### src/rtl/vga_timing_pkg.sv
// Shared 640x480@60 timing constants and the coordinate width used by vga_sync
// and the graphics generator.
package vga_timing_pkg;

   localparam int H_DISPLAY = 640;
   localparam int H_FRONT   = 16;
   localparam int H_RETRACE = 96;
   localparam int H_BACK    = 48;
   localparam int V_DISPLAY = 480;
   localparam int V_FRONT   = 10;
   localparam int V_RETRACE = 2;
   localparam int V_BACK    = 33;
   localparam int CLK_DIV   = 2;

   localparam int H_TOTAL = H_DISPLAY + H_FRONT + H_RETRACE + H_BACK;
   localparam int V_TOTAL = V_DISPLAY + V_FRONT + V_RETRACE + V_BACK;

   localparam int COORD_W = 10;

endpackage

### src/rtl/mod_counter.sv
// Modulo-MOD up counter with enable; wrap flags the enabled step from MOD-1 back to 0.
module mod_counter #(
   parameter int MOD = 2,
   parameter int W   = (MOD > 1) ? $clog2(MOD) : 1
) (
   input  logic         clk,
   input  logic         reset,
   input  logic         en,
   output logic [W-1:0] q,
   output logic         wrap
);

   assign wrap = en && (q == W'(MOD - 1));

   always_ff @(posedge clk) begin
      if (reset)
         q <= '0;
      else if (wrap)
         q <= '0;
      else if (en)
         q <= q + 1'b1;
   end

endmodule

### src/rtl/vga_sync.sv
// VGA timing source: pixel-tick divider, 800x525 scan counters, registered syncs.
// Define VGA_FRAME_TICK_EN to add the frame_tick output (one-clk pulse on frame wrap).
import vga_timing_pkg::*;

module vga_sync #(
   parameter int H_DISPLAY = vga_timing_pkg::H_DISPLAY,
   parameter int H_FRONT   = vga_timing_pkg::H_FRONT,
   parameter int H_RETRACE = vga_timing_pkg::H_RETRACE,
   parameter int H_BACK    = vga_timing_pkg::H_BACK,
   parameter int V_DISPLAY = vga_timing_pkg::V_DISPLAY,
   parameter int V_FRONT   = vga_timing_pkg::V_FRONT,
   parameter int V_RETRACE = vga_timing_pkg::V_RETRACE,
   parameter int V_BACK    = vga_timing_pkg::V_BACK,
   parameter int CLK_DIV   = vga_timing_pkg::CLK_DIV
) (
   input  logic               clk,
   input  logic               reset,
   output logic               hsync,
   output logic               vsync,
   output logic               video_on,
   output logic               p_tick,
   output logic [COORD_W-1:0] pixel_x,
   output logic [COORD_W-1:0] pixel_y
`ifdef VGA_FRAME_TICK_EN
   ,
   output logic               frame_tick
`endif
);

   localparam int LINE_LEN  = H_DISPLAY + H_FRONT + H_RETRACE + H_BACK;
   localparam int FRAME_LEN = V_DISPLAY + V_FRONT + V_RETRACE + V_BACK;
   localparam int DIV_W     = (CLK_DIV > 1) ? $clog2(CLK_DIV) : 1;

   localparam int HS_START = H_DISPLAY + H_FRONT;
   localparam int HS_END   = H_DISPLAY + H_FRONT + H_RETRACE - 1;
   localparam int VS_START = V_DISPLAY + V_FRONT;
   localparam int VS_END   = V_DISPLAY + V_FRONT + V_RETRACE - 1;

   logic [DIV_W-1:0]   div_cnt;
   logic               div_wrap;
   logic               h_wrap;
   logic               v_wrap;
   logic [COORD_W-1:0] h_next;
   logic [COORD_W-1:0] v_next;

   mod_counter #(.MOD(CLK_DIV), .W(DIV_W)) u_div (
      .clk   (clk),
      .reset (reset),
      .en    (1'b1),
      .q     (div_cnt),
      .wrap  (div_wrap)
   );

   mod_counter #(.MOD(LINE_LEN), .W(COORD_W)) u_h (
      .clk   (clk),
      .reset (reset),
      .en    (div_wrap),
      .q     (pixel_x),
      .wrap  (h_wrap)
   );

   mod_counter #(.MOD(FRAME_LEN), .W(COORD_W)) u_v (
      .clk   (clk),
      .reset (reset),
      .en    (h_wrap),
      .q     (pixel_y),
      .wrap  (v_wrap)
   );

   assign p_tick   = (div_cnt == DIV_W'(CLK_DIV - 1));
   assign video_on = (pixel_x < COORD_W'(H_DISPLAY)) && (pixel_y < COORD_W'(V_DISPLAY));

   // Syncs are decoded from the values the counters take on this edge, so they
   // line up with pixel_x/pixel_y instead of lagging by one clock.
   always_comb begin
      h_next = pixel_x;
      v_next = pixel_y;
      if (h_wrap)
         h_next = '0;
      else if (p_tick)
         h_next = pixel_x + 1'b1;
      if (v_wrap)
         v_next = '0;
      else if (h_wrap)
         v_next = pixel_y + 1'b1;
   end

   always_ff @(posedge clk) begin
      if (reset) begin
         hsync <= 1'b1;
         vsync <= 1'b1;
      end else begin
         hsync <= !((h_next >= COORD_W'(HS_START)) && (h_next <= COORD_W'(HS_END)));
         vsync <= !((v_next >= COORD_W'(VS_START)) && (v_next <= COORD_W'(VS_END)));
      end
   end

`ifdef VGA_FRAME_TICK_EN
   always_ff @(posedge clk) begin
      if (reset)
         frame_tick <= 1'b0;
      else
         frame_tick <= v_wrap;
   end
`endif

endmodule

### config.mk
export PLATFORM = sky130hd
export DESIGN_NAME = vga_sync
export DESIGN_NICKNAME = d
export VERILOG_FILES = /design/src/rtl/vga_timing_pkg.sv /design/src/rtl/mod_counter.sv /design/src/rtl/vga_sync.sv
export SDC_FILE = /design/constraint.sdc
export NUM_CORES = 1
export LEC_CHECK = 0
export CORE_AREA = 2 2 48 68
export CTS_CLUSTER_DIAMETER = 80
export DETAILED_ROUTE_END_ITERATION = 16
export DIE_AREA = 0 0 50 70
export PLACE_DENSITY = 0.77
export SLEW_MARGIN = 10
export SYNTH_ARGS = -nofsm -noshare
export SYNTH_HDL_FRONTEND = slang
export SYNTH_HIERARCHICAL = 1
export SYNTH_SLANG_ARGS = --single-unit
### constraint.sdc
create_clock -name clk -period 2.56 [get_ports clk]
set_input_delay 0.512 -clock clk [delete_from_list [all_inputs] [get_ports clk]]
set_output_delay 0.512 -clock clk [all_outputs]
set_load 0.05 [all_outputs]
==> results of run 1 <==
-- sequential cells by signal (all words and copies together) (netlist names) --
signal and cells:
vsync 1, u_div/q 1, u_h/q 10, hsync 1, u_v/q 10
-- power by group --
group / total [uW] / leakage (uW) / internal [uW] / switching, uW
combinational: 41.0 / 0.000402 / 14.6 / 26.4
clock: 221 / 0.0000228 / 111 / 111
sequential: 366 / 0.000186 / 361 / 5.21
-- cell usage after synthesis (all sizes together), types with 2 or more instances --
cell type,instances,area (sq um)
nor2b,2,12.5
o31ai,6,58.8
o211ai,2,15.0
nand4,12,87.6
inv,5,18.8
nor3b,2,15.0
ha,5,62.6
a21oi,9,45.0
and4,3,27.5
or3,4,27.5
xor2,8,70.1
mux2i,2,20.0
or4,5,37.5
nor3,3,15.0
nor2,15,56.3
xnor2,5,43.8
buf,2,18.8
o21ai,4,20.0
or2,2,12.5
and2,2,13.8
nand3,3,15.0
and3,4,26.3
nand2,10,37.5
dfxtp,23,460
-- cell usage in the layout, fill, tap and decap left out, types with 4 or more instances in the layout --
cell	n
inv_1	5
clkdlybuf4s50_1	24
o31ai_1	5
ha_1	5
nand2_1	10
xnor2_1	5
xor2_1	8
nor2_1	15
or4_1	5
o21ai_0	4
nand4_1	10
dfxtp_1	23
buf_4	6
a21oi_1	9
-- cell type report --
class | count | share of cell area
Clock buffer | 4 | 0.0257
Inverter | 5 | 0.0107
Multi-Input combinational cell | 127 | 0.510
Sequential cell | 23 | 0.263
Tap cell | 39 | 0.0279
Timing Repair Buffer | 30 | 0.163
-- logic make-up (layout without fill, tap and decap cells) --
| kind of cell | count (synthesis) | count (layout) | share of synthesized area |
|---|---|---|---|
| AND/OR/NAND/NOR | 73 | 73 | 0.317 |
| AO/OA/AOI/OAI | 31 | 31 | 0.168 |
| flip-flops | 23 | 23 | 0.332 |
| XOR/XNOR | 13 | 13 | 0.0822 |
| buffers and inverters | 8 | 39 | 0.0298 |
| adder cells (fa/ha/maj) | 5 | 5 | 0.0452 |
| multiplexers | 3 | 3 | 0.0226 |
| other | 1 | 2 | 0.00271 |
-- metal layers --
metal | part of all wire | track usage | up-vias
met2 | 0.55 | 0.382 | 38
met4 | 0.020 | 0.108 | 0
li1 | - | - | 656
met3 | 0.039 | 0.0363 | 8
met1 | 0.39 | 0.238 | 636
met5 | 0 | 0 | -
-- path summary, 6_finish.rpt --
path	endpoint	start	slack, ns
setup reg to reg	u_v/q[8]$_SDFFE_PP0P_	u_h/q[9]$_SDFFE_PP0P_	0.25
hold reg to reg	u_h/q[9]$_SDFFE_PP0P_	u_h/q[9]$_SDFFE_PP0P_	0.54
setup / recovery	u_v/q[8]$_SDFFE_PP0P_	u_h/q[9]$_SDFFE_PP0P_	0.25
hold / removal	u_h/q[9]$_SDFFE_PP0P_	u_h/q[9]$_SDFFE_PP0P_	0.54
-- critical path: stages (launching register included) --
cell and delay [ns]:
dfxtp_1 0.42, nor4b_1 0.37, and2_1 0.21, and3_1 0.28, nand4_1 0.26, or4_1 0.54, a21oi_1 0.16
-- metrics by stage --
| step | instance area [sq um] | instances |
|---|---|---|
| 6_report | 1750 | 228 |
| 5_1_grt | 1750 | 228 |
| 4_1_cts | 1750 | 228 |
| 3_3_place_gp | 1710 | 224 |
| 3_5_place_dp | 1710 | 224 |
| 2_1_floorplan | 1400 | 158 |
==> summary.md, run 1 <==
| Metric | Value |
|---|---|
| Vias in the first global route | 1353 |
| GPL Wtd Cong | 0.910 |
| Hold Path Cell Cnt | 2 |
| Max Cap Viol | 0 |
| Initial Util | 0.466 |
| Crit path time final | 2.31 ns |
| Final #Nets | 197 |
| PostCTS Resize Cnt | 0 |
| Worst vdd ir | 0.278 mV |
| Startpoint Class | register |
| Final Hold Viols | 0 |
| Largest net degree at the start of global routing | 13 |
| Setup WS pre-CTS | 0.301 ns |
| CTS tree | done |
| Area of the mapped netlist | 1390 sq um |
| YS warnings | 6 |
| Fin Clk Skew | 0.00383 ns |
| Worst EP arrival | 2.50 ns |
| Mean Syn Cell Area | 8.82 sq um |
| Number of fill cells | 252 |
| Final setup TNS | 0 ns |
| Final Util | 0.589 |
| First-iteration detailed-routing DRC count | 32 |
| Period utilization | 0.901 |
| Yosys reg bits | 23 |
| Initial antenna violation count | 0 |
| # hold bufs at CTS | 0 |
| Actual slew at the worst max-slew pin | 0.514 ns |
| Share of layout cells above drive strength 1 | 0.122 |
| H-tree depth | 1 |
| Crit-path max FO | 7 |
| Async SR Flop Fraction | 0 |
| Slew HR | 0.656 |
| Drt first pass iters | 4 |
| Die width | 50 microns |
| HP Class | register to register |
| Min Hold Slack | 0.540 ns |
| Grt ovf | 0 |
| Worst r2r path cells | 6 |
| Crit path required time | 2.76 ns |
| CTS root buffer | clkbuf_8 |
| Leakage | 0.000610 uW |
| Final setup fails | 0 |
| PwrDens | 359 nW/um^2 |
| Vias post-DR | 1338 |
| Synth unique cells | 51 |
| Die Y-Extent | 70 microns |
| N_diodes | 0 |
| Setup bufs post-CTS | 0 |
| CTS Buf Count | 3 |
| Final Max Tran Viols | 0 |
| Core ar. | 2970 sq um |
| Post-Route WL | 3.49 mm |
| Vias per inst | 5.87 |
| Slack of the critical path | 0.253 ns |
| Post-route ant nets | 0 |
| Row count | 24 |
| Post-DP HPWL | 2.60 mm |
| Seq/Total Area, Yosys | 0.332 |
| Max Clock Freq | 433 MHz |
| Top_reg_cell synth | dfxtp_1 |
| Reg area | 460 sq um |
| CTS clk-pin slew, worst paths | 0.08 ns |
| RSZ-0062 raised after global routing | no |
| CTS Sinks | 23 |
| Clk_lat worst skew | 0.26 ns |
| First-pass GRT wire length | 5.94 mm |
| P&R area growth vs syn | 26.5% |
| Area taken by multi-input logic gates | 893 sq um |
| Die ar. | 3500 sq um |
| Post-Syn Instances | 157 |
| Port Buffers | 25 |
| Clock Path Buffers | 2 |
| Drt wl/cell | 15.3 microns |
| Setup CP Type | register to register |
| Outcome | complete, no violations |
| Design Power | 628 uW |
| Number of synthesized flops with an enable pin | 0 |
| Critical Path Sink Type | register |
| DRC | 0 |
| # IOs | 26 |
| Tot GR Track Use | 0.215 |
Power figures use the tool's default switching activity.
==> run 2, diff against run 1 <==
--- a/config.mk
+++ b/config.mk
@@ -9,7 +9,7 @@
 export CTS_CLUSTER_DIAMETER = 80
 export DETAILED_ROUTE_END_ITERATION = 16
 export DIE_AREA = 0 0 50 70
-export PLACE_DENSITY = 0.77
+export PLACE_DENSITY = 0.8
 export SLEW_MARGIN = 10
 export SYNTH_ARGS = -nofsm -noshare
 export SYNTH_HDL_FRONTEND = slang
==> summary.md, run 2 (synthesized netlist as in run 1, its figures left out) <==
| Metric | Value |
|---|---|
| Worst-path cell chain | and2_2, and4_2, and3_2, and4_1, and3b_1, o21ai_0, a2111o_1 |
| Number of fill cells | 264 (+4.8%) |
| Period utilization | 0.910 (+0.00835) |
| Max Cap Viol | 0 (unchanged) |
| Crit path largest cell delay | 0.40 ns (-0.14 ns) |
| Combinational Power Share | 0.066 (about the same) |
| H-tree depth | 1 (unchanged) |
| Drt first pass iters | 4 (unchanged) |
| Final Hold Viols | 0 (unchanged) |
| Post-Route WL | 3.41 mm (-2.1%) |
| Setup bufs post-CTS | 0 (unchanged) |
| Final setup fails | 0 (unchanged) |
| CTS clk-pin slew, worst paths | 0.08 ns (about the same) |
| Layout Cells excl Fill | 230 (+0.88%) |
| Internal power | 487 uW (+0.20%) |
| Post-route ant nets | 0 (unchanged) |
| Vias per inst | 5.77 (-1.6%) |
| Outcome | complete, no violations |
| Reg power frac | 0.581 (about the same) |
| N_diodes | 0 (unchanged) |
| First-iteration detailed-routing DRC count | 27 (-16%) |
| CP top delay family | simple AND/OR/NAND/NOR gates |
| Setup CP Type | register to register |
| Worst EP arrival | 2.48 ns (-0.02 ns) |
| Commonest non-fill, non-tap cell in the layout | clkdlybuf4s50_1 |
| CTS root buffer | clkbuf_8 |
| Power share of the clock group | 0.352 (about the same) |
| CTS tree | done |
| Row count | 24 (unchanged) |
| Finished layout cell area | 1770 sq um (+1.3%) |
| CTS Sinks | 23 (unchanged) |
| Worst vdd ir | 0.278 mV (-0.16%) |
| Max Clock Freq | 429 MHz (-0.92%) |
| Startpoint Class | register |
| Number of buffers and inverters on the critical path | 0 (unchanged) |
| GPL Wtd Cong | 0.879 (-3.4%) |
| Largest net degree at the start of global routing | 13 (unchanged) |
| Most frequent cells in the layout | clkdlybuf4s50_1 (24), dfxtp_1 (23), nor2_1 (15) |
| Initial Util | 0.466 (unchanged) |
| Placed insts | 226 (+0.89%) |
| Net Sw Power | 143 uW (+0.41%) |
| Clock Path Buffers | 2 (unchanged) |
| Setup WS pre-CTS | 0.0959 ns (-0.205 ns) |
| Hold Path Cell Cnt | 2 (unchanged) |
| PwrDens | 355 nW/um^2 (-1.0%) |
| Slack of the critical path | 0.231 ns (-0.0214 ns) |
| Leakage | 0.000622 uW (+2.0%) |
| Core ar. | 2970 sq um (unchanged) |
| Share of layout cells above drive strength 1 | 0.141 (+0.0197) |
| Largest regs | u_h/q x10, u_v/q x10 |
| Initial antenna violation count | 0 (unchanged) |
| Critical Path Sink Type | register |
| Area after DPL | 1720 sq um (+0.88%) |
| Slowest CP cell | dfxtp_1 |
| CTS Buf Count | 3 (unchanged) |
| # IOs | 26 (unchanged) |
| Crit path time final | 2.33 ns (+0.0214 ns) |
| Actual slew at the worst max-slew pin | 0.502 ns (-0.0124 ns) |
| Tot GR Track Use | 0.208 (-0.00692) |
| Slew HR | 0.665 (+0.00832) |
| Final #Nets | 199 (+1.0%) |
| Crit-path max FO | 12 (+5) |
| Die Y-Extent | 70 microns (unchanged) |
| Final setup TNS | 0 ns (unchanged) |
| Vias in the first global route | 1298 (-4.1%) |
| Die ar. | 3500 sq um (unchanged) |
| Crit path required time | 2.71 ns (-0.05 ns) |
| HP Class | register to register |
| First-pass GRT wire length | 5.74 mm (-3.4%) |
| Fin Clk Skew | 0.00232 ns (-0.00150 ns) |
| Sw frac | 0.227 (+0.000361) |
| Grt ovf | 0 (unchanged) |
| Design Power | 630 uW (+0.25%) |
| Post-DP HPWL | 2.61 mm (+0.23%) |
| Drt wl/cell | 14.8 microns (-2.9%) |
| Final Max Tran Viols | 0 (unchanged) |
| Vias post-DR | 1328 (-0.75%) |
| RSZ-0062 raised after global routing | no |
| Clk_lat worst skew | 0.26 ns (about the same) |
| DRC | 0 (unchanged) |
| Port Buffers | 25 (unchanged) |
| P&R area growth vs syn | 28.1% |
| Die width | 50 microns (unchanged) |
| Critical Path Stages | 7 (+1) |
| Worst r2r path cells | 7 (+1) |
==> run 2: worst reg2reg max path, stage by stage, from the launching register on <==
cell      delay [ns]
dfxtp_1         0.40
and2_2          0.26
and4_2          0.29
and3_2          0.34
and4_1          0.29
and3b_1         0.17
o21ai_0         0.10
a2111o_1        0.38
==> run 2: area by class of cell <==
cell class	count	area (sq um)	area share
multi-input cells	127	901	0.508
well taps	39	48.8	0.0275
inverters	5	18.8	0.0106
clock buffers	4	45.0	0.0254
flip-flops and latches	23	460	0.260
repair buffers	32	300	0.169
==> run 2: final timing paths <==
| check | slack [ns] | from | end |
|---|---|---|---|
| max reg2reg | 0.23 | u_div/q$_SDFFE_PP0P_ | vsync$_SDFF_PP1_ |
| min | 0.56 | u_h/q[9]$_SDFFE_PP0P_ | u_h/q[9]$_SDFFE_PP0P_ |
| max | 0.23 | u_div/q$_SDFFE_PP0P_ | vsync$_SDFF_PP1_ |
| min reg2reg | 0.56 | u_h/q[9]$_SDFFE_PP0P_ | u_h/q[9]$_SDFFE_PP0P_ |
==> run 2: per-layer routing <==
layer  track usage  part of all wire  routed length [microns]
met5             0                 0                        0
met4         0.127             0.026                       88
met3        0.0256             0.034                      115
met2         0.367              0.53                     1820
met1         0.228              0.41                     1390
==> run 2: timing repair <==
action,CTS,global route
resized for setup,0,2
hold endpoints to repair,0,0
setup endpoints to repair,0,11
hold buffers,0,0
==> run 2: per-stage QoR <==
step	hold slack (ns)	utilization
after floorplan	0.584	-
after global placement	0.523	0.579
after detailed placement	0.544	0.579
after CTS	0.556	0.594
after global routing	0.595	0.597
final	0.555	0.597
==> run 2: power groups by stage <==
stage                     registers (uW)  logic, uW  clock network [uW]
final                                366       41.9                 222
after global placement               374       41.6                   0
after detailed placement             375       42.0                   0
after CTS                            366       42.1                 229
after floorplan                      385       17.2                   0
after global routing                 367       44.3                 245
==> run 3, diff against run 2 <==
--- a/config.mk
+++ b/config.mk
@@ -9,6 +9,7 @@
 export CTS_CLUSTER_DIAMETER = 80
 export DETAILED_ROUTE_END_ITERATION = 16
 export DIE_AREA = 0 0 50 70
+export MAX_ROUTING_LAYER = met4
 export PLACE_DENSITY = 0.8
 export SLEW_MARGIN = 10
 export SYNTH_ARGS = -nofsm -noshare
==> summary.md, run 3 (synthesized netlist as in run 1, its figures left out) <==
| Metric | Value |
|---|---|
| Max Clock Freq | 421 MHz (-1.9%) |
| CTS tree | done |
| Final Hold Viols | 0 (unchanged) |
| Reg2Reg Launch Point | u_div/q$_SDFFE_PP0P_ |
| GPL Wtd Cong | 0.899 (+2.3%) |
| Grt ovf | 0 (unchanged) |
| Die ar. | 3500 sq um (unchanged) |
| Crit path required time | 2.71 ns (about the same) |
| Drt first pass iters | 4 (unchanged) |
| Crit path largest cell delay | 0.40 ns (about the same) |
| R2R setup slack | 0.19 ns (-0.04 ns) |
| CTS root buffer | clkbuf_8 |
| Share of layout cells above drive strength 1 | 0.155 (+0.0133) |
| Fin Clk Skew | 0.00479 ns (+0.00247 ns) |
| Reg2reg end | vsync$_SDFF_PP1_ |
| Slowest CP cell | dfxtp_1 |
| Vias post-DR | 1384 (+4.2%) |
| PwrDens | 352 nW/um^2 (-0.83%) |
| Drt wl/cell | 15.8 microns (+6.2%) |
| GR Util met1 | 0.249 (+0.0205) |
| Number of fill cells | 254 (-3.8%) |
| Clock Path Buffers | 2 (unchanged) |
| Largest net degree at the start of global routing | 13 (unchanged) |
| Hold Path Cell Cnt | 2 (unchanged) |
| Met2 Usage GRT | 0.390 (+0.0234) |
| First-pass GRT wire length | 6.09 mm (+6.1%) |
| Final Max Tran Viols | 0 (unchanged) |
| Commonest non-fill, non-tap cell in the layout | clkdlybuf4s50_1 |
| Setup CP Type | register to register |
| Critical Path Sink Type | register |
| First-iteration detailed-routing DRC count | 48 (+78%) |
| H-tree depth | 1 (unchanged) |
| Die Y-Extent | 70 microns (unchanged) |
| DRC | 0 (unchanged) |
| Min-delay src | u_v/q[9]$_SDFFE_PP0P_ |
| Initial Util | 0.466 (unchanged) |
| Final #Nets | 202 (+1.5%) |
| Port Buffers | 25 (unchanged) |
| Number of buffers and inverters on the critical path | 0 (unchanged) |
| Area taken by multi-input logic gates | 901 sq um (unchanged) |
| CP top delay family | simple AND/OR/NAND/NOR gates |
| Worst vdd ir | 0.243 mV (-12%) |
| Largest regs | u_h/q x10, u_v/q x10 |
| Outcome | complete, no violations |
| Most frequent cells in the layout | clkdlybuf4s50_1 (24), dfxtp_1 (23), nor2_1 (15) |
| # IOs | 26 (unchanged) |
| N_diodes | 0 (unchanged) |
| Crit-path max FO | 12 (unchanged) |
| Worst EP arrival | 2.52 ns (+0.04 ns) |
| Slew HR | 0.665 (about the same) |
| Area after DPL | 1740 sq um (+1.3%) |
| # hold bufs at CTS | 0 (unchanged) |
| Max Cap Viol | 0 (unchanged) |
| Initial antenna violation count | 0 (unchanged) |
| Post-Route WL | 3.67 mm (+7.6%) |
| M3 GR Usage | 0.0192 (-0.00641) |
| CTS clk-pin slew, worst paths | 0.08 ns (about the same) |
| Post-DP HPWL | 2.63 mm (+0.85%) |
| Reg area | 460 sq um (unchanged) |
| Vias in the first global route | 1355 (+4.4%) |
| Grt peak-use layer | met2 |
| Die width | 50 microns (unchanged) |
| HP Class | register to register |
| Crit path time final | 2.37 ns (+0.0442 ns) |
| Row count | 24 (unchanged) |
| Final setup TNS | 0 ns (unchanged) |
| Post-route ant nets | 0 (unchanged) |
| Tot GR Track Use | 0.221 (+0.0134) |
| Setup bufs post-CTS | 0 (unchanged) |
| Core ar. | 2970 sq um (unchanged) |
| CTS Buf Count | 3 (unchanged) |
| Worst r2r path cells | 7 (unchanged) |
| Vias per inst | 5.94 (+2.9%) |
| Final setup fails | 0 (unchanged) |
| Startpoint Class | register |
| Leakage | 0.000637 uW (+2.4%) |
| RSZ-0062 raised after global routing | no |
| Critical Path Stages | 7 (unchanged) |
| Actual slew at the worst max-slew pin | 0.501 ns (-0.0000293 ns) |
| Worst-path cell chain | and2_2, and4_2, and3_2, and4_1, and3b_1, o21ai_0, a2111o_1 |
| CP Launch Point | u_div/q$_SDFFE_PP0P_ |
| Finished layout cell area | 1800 sq um (+1.3%) |
| P&R area growth vs syn | 29.7% |
| Critical Path Sink | vsync$_SDFF_PP1_ |
| Period utilization | 0.927 (+0.0173) |
| Clk_lat worst skew | 0.26 ns (about the same) |
| CTS Sinks | 23 (unchanged) |
[run 3: worst min-delay path by stage]
stage | endpoint | slack [ns]
floorplan | u_div/q$_SDFFE_PP0P_ | 0.58
global placement | u_h/q[9]$_SDFFE_PP0P_ | 0.52
detailed placement | u_v/q[9]$_SDFFE_PP0P_ | 0.53
CTS | u_v/q[9]$_SDFFE_PP0P_ | 0.55
global route | u_v/q[9]$_SDFFE_PP0P_ | 0.57
finish | u_v/q[9]$_SDFFE_PP0P_ | 0.55
[run 3: layout make-up]
type | count | share of cell area
flip-flops and latches | 23 | 0.256
well taps | 39 | 0.0272
clock buffers | 4 | 0.0251
inverters | 5 | 0.0104
repair buffers | 35 | 0.180
multi-input cells | 127 | 0.501
[run 3: repair_timing]
item | CTS | global route
gates resized for setup | 0 | 2
setup endpoints to repair | 0 | 11
endpoints found under the hold margin | 0 | 0
[run 3: metal layers]
layer  vias up  share of wire
met1       664           0.42
met3         8          0.039
met2        44           0.52
met5         -              0
met4         0          0.018
li1        668              -
[run 3: worst min-delay path, cell delays in order (launching register included)]
cell	delay, ns
dfxtp_1	0.37
o31ai_1	0.08
a21oi_1	0.06
[run 3: power by group]
part / switching [uW] / internal (uW) / leakage [uW]
registers: 5.16 / 361 / 0.000186
clock network: 112 / 111 / 0.0000228
logic: 27.6 / 16.0 / 0.000429
total: 145 / 488 / 0.000637
[run 3: metrics by stage]
step	utilization	power (uW)	std cells	worst slack, ns	hold slack, ns
global placement	0.587	416	229	0.227	0.521
CTS	0.602	639	233	0.0507	0.547
global route	0.604	655	233	0.0439	0.573
detailed placement	0.587	418	229	0.0775	0.527
finish	0.604	633	233	0.187	0.555
floorplan	-	403	158	0.0330	0.584
